===== config.mk =====
export PLATFORM = sky130hd
export DESIGN_NAME = motor_drive_ramped
export DESIGN_NICKNAME = d
export VERILOG_FILES = /design/src/rtl/motor_drive_ramped.sv
export SDC_FILE = /design/constraint.sdc
export NUM_CORES = 1
export LEC_CHECK = 0
export ABC_AREA = 1
export ABC_CLOCK_PERIOD_IN_PS = 3000
export CAP_MARGIN = 20
export CORE_AREA = 5 5 129 131
export CTS_CLUSTER_DIAMETER = 120
export DETAILED_ROUTE_END_ITERATION = 7
export DIE_AREA = 0 0 134 136
export HOLD_SLACK_MARGIN = 0.06
export PLACE_DENSITY_LB_ADDON = 0.12
export SLEW_MARGIN = 20
export SYNTH_ARGS = -nofsm -noshare
export SYNTH_HDL_FRONTEND = slang
export SYNTH_SLANG_ARGS = --single-unit

===== constraint.sdc =====
create_clock -name clk_in -period 3 [get_ports clk_in]
set_input_delay 0.6 -clock clk_in [delete_from_list [all_inputs] [get_ports clk_in]]
set_output_delay 0.6 -clock clk_in [all_outputs]
set_load 0.02 [all_outputs]

===== src/rtl/motor_drive_ramped.sv =====
// Two-channel ramped H-bridge driver: mixes speed/turn, slew-limits each wheel,
// and coasts through a dead-time on every direction reversal.

module motor_drive_lane #(
  parameter int PWM_BITS    = 8,
  parameter int CMD_BITS    = 9,
  parameter int RAMP_STEP   = 4,
  parameter int DEAD_CYCLES = 256
) (
  input  logic                       clk,
  input  logic                       rst_n,
  input  logic                       enable,
  input  logic                       drive,
  input  logic                       tick,
  input  logic                       wrap,
  input  logic [PWM_BITS-1:0]        pwm_cnt,
  input  logic [PWM_BITS-1:0]        offset,
  input  logic signed [CMD_BITS:0]   raw,
  output logic [PWM_BITS-1:0]        speed,
  output logic                       en,
  output logic                       ina,
  output logic                       inb,
  output logic                       dead
);
  localparam int MAG_MAX = 2**PWM_BITS - 1;
  localparam int DW      = $clog2(DEAD_CYCLES + 1);
  localparam logic [PWM_BITS-1:0] STEP = PWM_BITS'(RAMP_STEP);
  localparam logic [0:0] ST_RUN  = 1'b0;
  localparam logic [0:0] ST_DEAD = 1'b1;

  logic [PWM_BITS-1:0] cur_mag, mag_nxt, tgt_mag, duty;
  logic                cur_dir, dir_nxt, tgt_dir, en_raw;
  logic [0:0]          state, st_nxt;
  logic [DW-1:0]       dcnt, dcnt_nxt;
  logic signed [31:0]  raw_i, abs_i;
  logic [PWM_BITS:0]   sum;

  always_comb begin
    raw_i   = {{(32-CMD_BITS-1){raw[CMD_BITS]}}, raw};
    abs_i   = raw[CMD_BITS] ? -raw_i : raw_i;
    tgt_dir = ~raw[CMD_BITS];
    tgt_mag = (abs_i > MAG_MAX) ? PWM_BITS'(MAG_MAX) : abs_i[PWM_BITS-1:0];
  end

  always_comb begin
    mag_nxt  = cur_mag;
    dir_nxt  = cur_dir;
    st_nxt   = state;
    dcnt_nxt = dcnt;
    if (!enable) begin
      mag_nxt  = '0;
      st_nxt   = ST_RUN;
      dcnt_nxt = '0;
    end else if (state == ST_DEAD) begin
      if (dcnt == DW'(1)) begin
        st_nxt   = ST_RUN;
        dir_nxt  = ~cur_dir;
        dcnt_nxt = '0;
      end else begin
        dcnt_nxt = dcnt - DW'(1);
      end
    end else if (tick) begin
      // a zero target slews down in place and never flips direction
      if (tgt_mag == '0 || tgt_dir == cur_dir) begin
        if (tgt_mag > cur_mag)
          mag_nxt = (tgt_mag - cur_mag > STEP) ? cur_mag + STEP : tgt_mag;
        else if (tgt_mag < cur_mag)
          mag_nxt = (cur_mag - tgt_mag > STEP) ? cur_mag - STEP : tgt_mag;
      end else if (cur_mag != '0) begin
        mag_nxt = (cur_mag > STEP) ? cur_mag - STEP : '0;
      end else begin
        st_nxt   = ST_DEAD;
        dcnt_nxt = DW'(DEAD_CYCLES);
      end
    end
  end

  always_comb begin
    sum  = {1'b0, cur_mag} + {1'b0, offset};
    duty = (cur_mag == '0) ? '0 : (sum[PWM_BITS] ? '1 : sum[PWM_BITS-1:0]);
  end

  always_ff @(posedge clk or negedge rst_n) begin
    if (!rst_n) begin
      cur_mag <= '0;
      cur_dir <= 1'b1;
      state   <= ST_RUN;
      dcnt    <= '0;
      speed   <= '0;
      en_raw  <= 1'b0;
    end else begin
      cur_mag <= mag_nxt;
      cur_dir <= dir_nxt;
      state   <= st_nxt;
      dcnt    <= dcnt_nxt;
      if (wrap) speed <= enable ? duty : '0;
      en_raw  <= (pwm_cnt < speed);
    end
  end

  // pins come only from registers; drive is cleared by reset so pins go low at once
  logic run;
  assign run  = drive & (state == ST_RUN);
  assign en   = run & en_raw;
  assign ina  = run & cur_dir;
  assign inb  = run & ~cur_dir;
  assign dead = (state == ST_DEAD);
endmodule

module motor_drive_ramped #(
  parameter int PWM_BITS    = 8,
  parameter int CMD_BITS    = 9,
  parameter int RAMP_STEP   = 4,
  parameter int RAMP_DIV    = 1024,
  parameter int DEAD_CYCLES = 256
) (
  input  logic                       clk_in,
  input  logic                       rst_n_in,
  input  logic                       enable_in,
  input  logic [PWM_BITS-1:0]        offset_in,
  input  logic signed [CMD_BITS-1:0] speed_in,
  input  logic signed [CMD_BITS-1:0] turn_in,
  output logic [5:0]                 motor_out,
  output logic [PWM_BITS-1:0]        speed_1,
  output logic [PWM_BITS-1:0]        speed_2,
  output logic [1:0]                 dead_out
);
  localparam int NUM_LANES = 2;
  localparam int PW        = $clog2(RAMP_DIV);

  logic [PW-1:0]       presc;
  logic [PWM_BITS-1:0] pwm_cnt;
  logic                tick, wrap, drive;
  logic signed [CMD_BITS-1:0] half;

  logic [NUM_LANES-1:0][CMD_BITS:0]   raw;
  logic [NUM_LANES-1:0][PWM_BITS-1:0] speed;
  logic [NUM_LANES-1:0]               en, ina, inb, dead;

  assign tick = enable_in && (presc == PW'(RAMP_DIV - 1));
  assign wrap = &pwm_cnt;
  assign half = turn_in >>> 1;
  assign raw[0] = {speed_in[CMD_BITS-1], speed_in} - {half[CMD_BITS-1], half};
  assign raw[1] = {speed_in[CMD_BITS-1], speed_in} + {half[CMD_BITS-1], half};

  always_ff @(posedge clk_in or negedge rst_n_in) begin
    if (!rst_n_in) begin
      presc   <= '0;
      pwm_cnt <= '0;
      drive   <= 1'b0;
    end else begin
      presc   <= (!enable_in || tick) ? '0 : presc + PW'(1);
      pwm_cnt <= pwm_cnt + PWM_BITS'(1);
      drive   <= enable_in;
    end
  end

  for (genvar i = 0; i < NUM_LANES; i++) begin : g_lane
    motor_drive_lane #(
      .PWM_BITS(PWM_BITS), .CMD_BITS(CMD_BITS),
      .RAMP_STEP(RAMP_STEP), .DEAD_CYCLES(DEAD_CYCLES)
    ) u_lane (
      .clk(clk_in), .rst_n(rst_n_in), .enable(enable_in), .drive(drive),
      .tick(tick), .wrap(wrap), .pwm_cnt(pwm_cnt), .offset(offset_in),
      .raw(raw[i]), .speed(speed[i]), .en(en[i]), .ina(ina[i]),
      .inb(inb[i]), .dead(dead[i])
    );
  end

  assign motor_out = {en[0], ina[0], inb[0], ina[1], inb[1], en[1]};
  assign speed_1   = speed[0];
  assign speed_2   = speed[1];
  assign dead_out  = dead;
endmodule


# Word-level counts from Yosys, hierarchy flattened
# Index checks and enable logic that the tools add are counted.
[classes]
reduce_logical = 18
bitwise_logic = 14
add_sub_neg = 18
n_eq_ne = 18
mux = 55
order_cmp = 14
[ops]
columns = ["operator", "n"]
rows = [
  ["two-way mux 8 bit", 28],
  ["two-way mux 9 bit", 12],
  ["greater-than comparator 32 x 9 -> 1 bit (second input constant)", 2],
  ["two-way mux 32 bit", 2],
  ["negator 10 -> 32 bit", 2],
  ["greater-than comparator 8 x 3 -> 1 bit (second input constant)", 6],
  ["logical NOT 8 bit", 4],
  ["less-than comparator 8 bit", 4],
  ["subtractor 8 bit", 4],
  ["adder 8 x 8 -> 9 bit", 2],
  ["equality test 9 x 1 -> 1 bit (second input constant)", 2],
  ["subtractor 9 x 1 -> 9 bit (second input constant)", 2],
  ["adder 8 x 3 -> 8 bit (second input constant)", 2],
  ["greater-than comparator 8 bit", 2],
  ["nonzero test 8 bit", 2],
  ["subtractor 8 x 3 -> 8 bit (second input constant)", 2],
  ["two-way mux 1 bit", 12],
  ["!= test 3 x 1 -> 1 bit (second input constant)", 4],
  ["!= test 3 x 2 -> 1 bit (second input constant)", 4],
  ["AND reduction 3 bit", 4],
  ["adder 10 x 1 -> 10 bit (second input constant)", 1],
  ["adder 9 x 8 -> 10 bit", 1],
  ["equality test 10 bit (second input constant)", 1],
  ["two-way mux 10 bit", 1],
  ["13 further kinds", 31],
]
[word_totals]
input_bits = 29
wordCells = 152
register_bits = 75

# Depth between registers and ports, before layout
[logic_depth]
word_depth = 14
mapped_depth = 36
depth_no_buf = 34

# By module
# Synthesis repeated with hierarchy kept, for this count alone.
[unflattened]
cells_unflattened = 1256
area_unflattened_um2 = 8530.7
[modules_own_cells]
columns = ["module", "area_per_inst_um2", "instances", "cells_each", "seq_area_each_um2"]
rows = [
  ["motor_drive_lane (g_lane[0].u_lane)", 3429.5, 1, 508, 701.9],
  ["motor_drive_lane (g_lane[1].u_lane)", 3377.0, 1, 507, 701.9],
  ["motor_drive_ramped", 1724.2, 1, 241, 475.5],
]

# Worst setup path before layout
# No wires, ideal clock.
[synth_timing]
path_kind = "input port to flip-flop"
startpoint = "input speed_in[0]"
endpoint = "register g_lane[1].u_lane.cur_mag[1]"
stages = 31
path_buffers = 1
path_slack_ps = -1774
setup_ps = 121
arrival_time_ps = 4653
t_required_ps = 2879
path_cell_list = "ha_1 -> fa_1 -> inv_1 -> ha_1 -> inv_1 -> nor2_2 -> nand3_2 -> nor2_1 -> nand2_1 -> nand2_2 -> nand2_2 -> o21ai_4 -> nand2_4 -> nor2_1 -> inv_1 -> ha_1 -> clkbuf_1 -> nand2_1 -> inv_1 -> a221o_1 -> a221o_1 -> a21oi_1 -> nor2_1 -> nor2_1 -> nor2_1 -> inv_1 -> nand4_1 -> nand3_1 -> nand2_1 -> nand2_1 -> o21ai_1"
[synth_via]
elab_chain_len = 14
elab_cells_between_ends = 26
cone_classes = "add/sub: 4; order compare: 5; eq/ne: 3; mux: 10; bitwise: 1; reduce/logical: 3"
[synth_lines]
columns = ["element", "line", "source"]
rows = [
  ["from (decl)", "121", "input logic signed [CMD_BITS-1:0] speed_in,"],
  ["adder 9 x 8 -> 10 bit (*)", "144", "assign raw[1] = {speed_in[CMD_BITS-1], speed_in} + {half[CMD_BITS-1], half};"],
  ["negator 10 -> 32 bit", "40", "abs_i = raw[CMD_BITS] ? -raw_i : raw_i;"],
  ["two-way mux 32 bit", "40", ""],
  ["greater-than comparator 32 x 9 -> 1 bit", "42", "tgt_mag = (abs_i > MAG_MAX) ? PWM_BITS'(MAG_MAX) : abs_i[PWM_BITS-1:0];"],
  ["two-way mux 8 bit", "42", ""],
  ["subtractor 8 bit", "68", "mag_nxt = (cur_mag - tgt_mag > STEP) ? cur_mag - STEP : tgt_mag;"],
  ["greater-than comparator 8 x 3 -> 1 bit", "68", ""],
  ["two-way mux 8 bit", "68", ""],
  ["two-way mux 8 bit", "67", "else if (tgt_mag < cur_mag)"],
  ["two-way mux 8 bit", "65", "if (tgt_mag > cur_mag)"],
  ["two-way mux 8 bit", "64", "if (tgt_mag == '0 || tgt_dir == cur_dir) begin"],
  ["two-way mux 8 bit", "62", "end else if (tick) begin"],
  ["two-way mux 8 bit", "54", "end else if (state == ST_DEAD) begin"],
  ["two-way mux 8 bit", "50", "if (!enable) begin"],
  ["to (signal assigned)", "92", "cur_mag <= mag_nxt;"],
  ["to (decl)", "31", "logic [PWM_BITS-1:0] cur_mag, mag_nxt, tgt_mag, duty;"],
]
# Every way passes the cells marked *; elsewhere a longest branch is shown, timed or not. The select of a mux whose other input is x is not followed.
# A chain may end at the register's enable or synchronous reset.

# Final worst setup path
[layout_timing]
startpoint = "input speed_in[0]"
endpoint = "register g_lane[0].u_lane.cur_mag[1]"
[layout_via]
elab_chain_len = 14
elab_cells_between_ends = 26
cone_classes = "add/sub: 4; order compare: 5; eq/ne: 3; mux: 10; bitwise: 1; reduce/logical: 3"
[layout_lines]
columns = ["element", "line", "source"]
rows = [
  ["subtractor 9 x 8 -> 10 bit (*)", "143", "assign raw[0] = {speed_in[CMD_BITS-1], speed_in} - {half[CMD_BITS-1], half};"],
  ["negator 10 -> 32 bit", "40", ""],
  ["two-way mux 32 bit", "40", ""],
  ["greater-than comparator 32 x 9 -> 1 bit", "42", ""],
  ["two-way mux 8 bit", "42", ""],
  ["subtractor 8 bit", "68", ""],
  ["greater-than comparator 8 x 3 -> 1 bit", "68", ""],
  ["two-way mux 8 bit", "68", ""],
  ["two-way mux 8 bit", "67", ""],
  ["two-way mux 8 bit", "65", ""],
  ["two-way mux 8 bit", "64", ""],
  ["two-way mux 8 bit", "62", ""],
  ["two-way mux 8 bit", "54", ""],
  ["two-way mux 8 bit", "50", ""],
  ["to (signal assigned)", "92", ""],
  ["to (decl)", "31", ""],
]
# Marked as above.

==> metrics.txt <==
result of the run=finished with violations; violations in the final reports=setup timing; Cells after Synth=1262; worst vdd ir=0.7423 mV; horizontal die dimension=134 um; Top Ports=53; routed len/inst=14.48 um; share of cells above drive strength 1=29.80%; largest net degree at the start of global routing=76; TNS Setup=-30.46 ns; final weighted congestion in routability-driven placement=0.9206; CP Data Arrival Time=4.79 ns; Congestion Overflow GR=0; Die Y=136 um; CTS Buffer Depth=2; met2 Resource Use GR=48.15%; worst min-delay path class=in -> async; clock sink count=75; Synth Net Count=1379; cell type contributing the most total cell area after synthesis=sky130_fd_sc_hd__dfrtp_1; overall fraction of global-route tracks in use=26.32%; cell with the largest stage delay on the worst path=sky130_fd_sc_hd__fa_2; Worst path most repeated cell=sky130_fd_sc_hd__nand2_2; Pwr per Cell Area=773.4 nW/um2; cts bufs inserted=9; RSZ-0062 raised after global routing=yes; CP Max Fanout=6; fin crit share=151.9%; leading cell type in the layout, fill and taps excluded=sky130_fd_sc_hd__nand2_1; busiest metal layer after global routing=met2; Max Transition Viols Final=0; Final Cell Area=11870 um2; Cell Rows=46; post-layout power=9182 uW; CTS Root Buffer Type=sky130_fd_sc_hd__clkbuf_16; met1 usage=31.63%; first-pass GRT wire length=39.88 mm; proportion of synthesized chip area in sequential cells=22.26%; CP peak stage delay=0.55 ns; distinct cell type count after synthesis=52; final critical delay including setup and external delays=4.557 ns; worst-margin pin slew=0.9265 ns; via total after detailed routing=9252; required time worst endpoint=3.23 ns; placeable core region=15480 um2; Setup Crit Path Kind=in -> reg; Setup Skew=0.01134 ns; clock-pin transition on the worst setup and hold timing paths=0.07 ns; # nets final=1639; post-detailed-routing wire length=24.89 mm; Area growth, synth to finish=40.60%; placed wire-length estimate after detailed placement=18.56 mm; top cell type's share of synthesized area=21.63%; area of the die=18220 um2; static leakage power=0.006072 uW; number of register bits inferred by synthesis=75; count of unresolved DRC violations after routing=0; final antenna diode count=0; number of failing hold endpoints at the final stage=0; number of global-route vias before repair=8791; final setup violating endpoints=35; TritonCTS clock tree=done; crit start category=input pin; initial cell density of the core=54.54%; placed standard-cell area=10590 um2; YS warnings=0; count of buffers from port buffering=51; antenna-violating nets left=0; type of destination of the critical path=flip-flop; ratio of routed vias to standard cells=5.382; cell area after synthesis=8444 um2; achievable frequency=219.4 MHz; final setup slack of the worst path=-1.557 ns; H-tree levels=3; Mapped Avg Cell Area=6.691 um2; most area-consuming cells after synthesis=sky130_fd_sc_hd__dfrtp_1 22%, sky130_fd_sc_hd__nand2_1 13%, sky130_fd_sc_hd__ha_1 12%; commonest cells after routing, fill and taps aside=261 x sky130_fd_sc_hd__nand2_1, 206 x sky130_fd_sc_hd__buf_4, 166 x sky130_fd_sc_hd__inv_1; Maximum Capacitance Violations=0; antenna violations before repair=0; 1st-pass router iterations=7; clock latency of the later-clocked register in the worst-skew pair=0.34 ns; GRT met3 Usage=2.998%; Iter 0 DRT Violations=503; worst max-slew margin expressed relative to the limit=38.23%
## flip-flops by register name, summed over array words and instances, names as in the netlist, 2 cells and up
signal / cells
g_lane.u_lane.dcnt: 18
g_lane.u_lane.cur_mag: 16
g_lane.u_lane.speed: 16
presc: 10
pwm_cnt: 8
g_lane.u_lane.cur_dir: 2
g_lane.u_lane.dead: 2
g_lane.u_lane.en_raw: 2
## through the flow
step                std cells  util, %  hold slack (ns)  setup slack, ns
floorplan                1262        -           0.3044           -1.641
global placement         1668    68.39           0.4485           -2.301
detailed placement       1668    68.39           0.4779           -2.424
CTS                      1704    74.16           0.4365           -1.436
global route             1719    76.69           0.4872           -1.793
finish                   1719    76.69           0.3932           -1.557
## kinds of logic (layout without fill, tap and decap cells)
logic type	after synthesis	after routing	synth area share, %
XOR/XNOR	57	57	6.223
adder cells (fa/ha/maj)	88	88	13.57
AND/OR/NAND/NOR	684	686	37.75
flip-flops	75	75	22.26
buffers and inverters	220	483	10.79
AO/OA/AOI/OAI	138	138	9.409
## timing repair
action | in CTS | in global routing
pin swaps | 92 | 46
buffers inserted | 21 | 14
resized for setup | 131 | 61
gates cloned | 1 | 1
hold endpoints to repair | 0 | 0
hold buffers | 0 | 0
setup endpoints to repair | 36 | 37
## synthesized netlist by cell type (all sizes together)
cell type / n
a21boi: 2
a21o: 2
a21oi: 65
a221o: 3
a221oi: 2
a31oi: 3
and2: 4
and3: 5
buf: 19
clkbuf: 10
dfrtp: 73
dfstp: 2
fa: 6
ha: 82
inv: 191
nand2: 322
nand3: 123
nand3b: 9
nand4: 47
nor2: 140
nor3: 24
nor3b: 2
nor4: 3
o211ai: 2
o21a: 1
o21ai: 48
o21bai: 3
o22ai: 6
o41ai: 1
or2: 5
xnor2: 10
xor2: 47
## cell type report
| cell class | instances | area (um2) |
|---|---|---|
| Timing Repair Buffer | 276 | 2287 |
| Sequential cell | 75 | 1879 |
| Tap cell | 192 | 240.2 |
| Inverter | 191 | 732.0 |
| Clock buffer | 9 | 225.2 |
| Clock inverter | 7 | 83.83 |
| Multi-Input combinational cell | 969 | 6425 |
| Fill cell | 1167 | 3610 |
## metal layers
metal  routed length [um]  vias to the layer above
met5                    0                        -
met4                  903                        0
met3                 1125                       76
met2                12550                      269
met1                10310                     4278
li1                     -                     4629
## where the power goes
part | internal, uW | switching (uW) | total (uW)
combinational | 3020 | 3840 | 6850
clock | 659 | 474 | 1130
sequential | 1110 | 85.6 | 1190
## worst paths after layout
kind	endpoint	cells past startpoint	startpoint	slack, ns
setup / recovery	g_lane[0].u_lane.cur_mag[1]	35	speed_in[0]	-1.56
hold / removal	g_lane[1].u_lane.speed[5]	1	rst_n_in	0.39
setup reg to reg	g_lane[0].u_lane.cur_mag[1]	18	g_lane[0].u_lane.cur_mag[2]	0.23
hold reg to reg	presc[0]	1	presc[0]	0.48
max in group asynchronous	presc[0]	1	rst_n_in	2.00
min in group clk_in	presc[0]	1	presc[0]	0.48
## critical path: cells and delay by family
family / cells / cell delay [ns]
buf+inv: 7 / 0.52
simple gates: 20 / 1.91
compound gates: 4 / 0.60
fa+ha+maj: 4 / 1.14
Power figures use the tool's default switching activity.
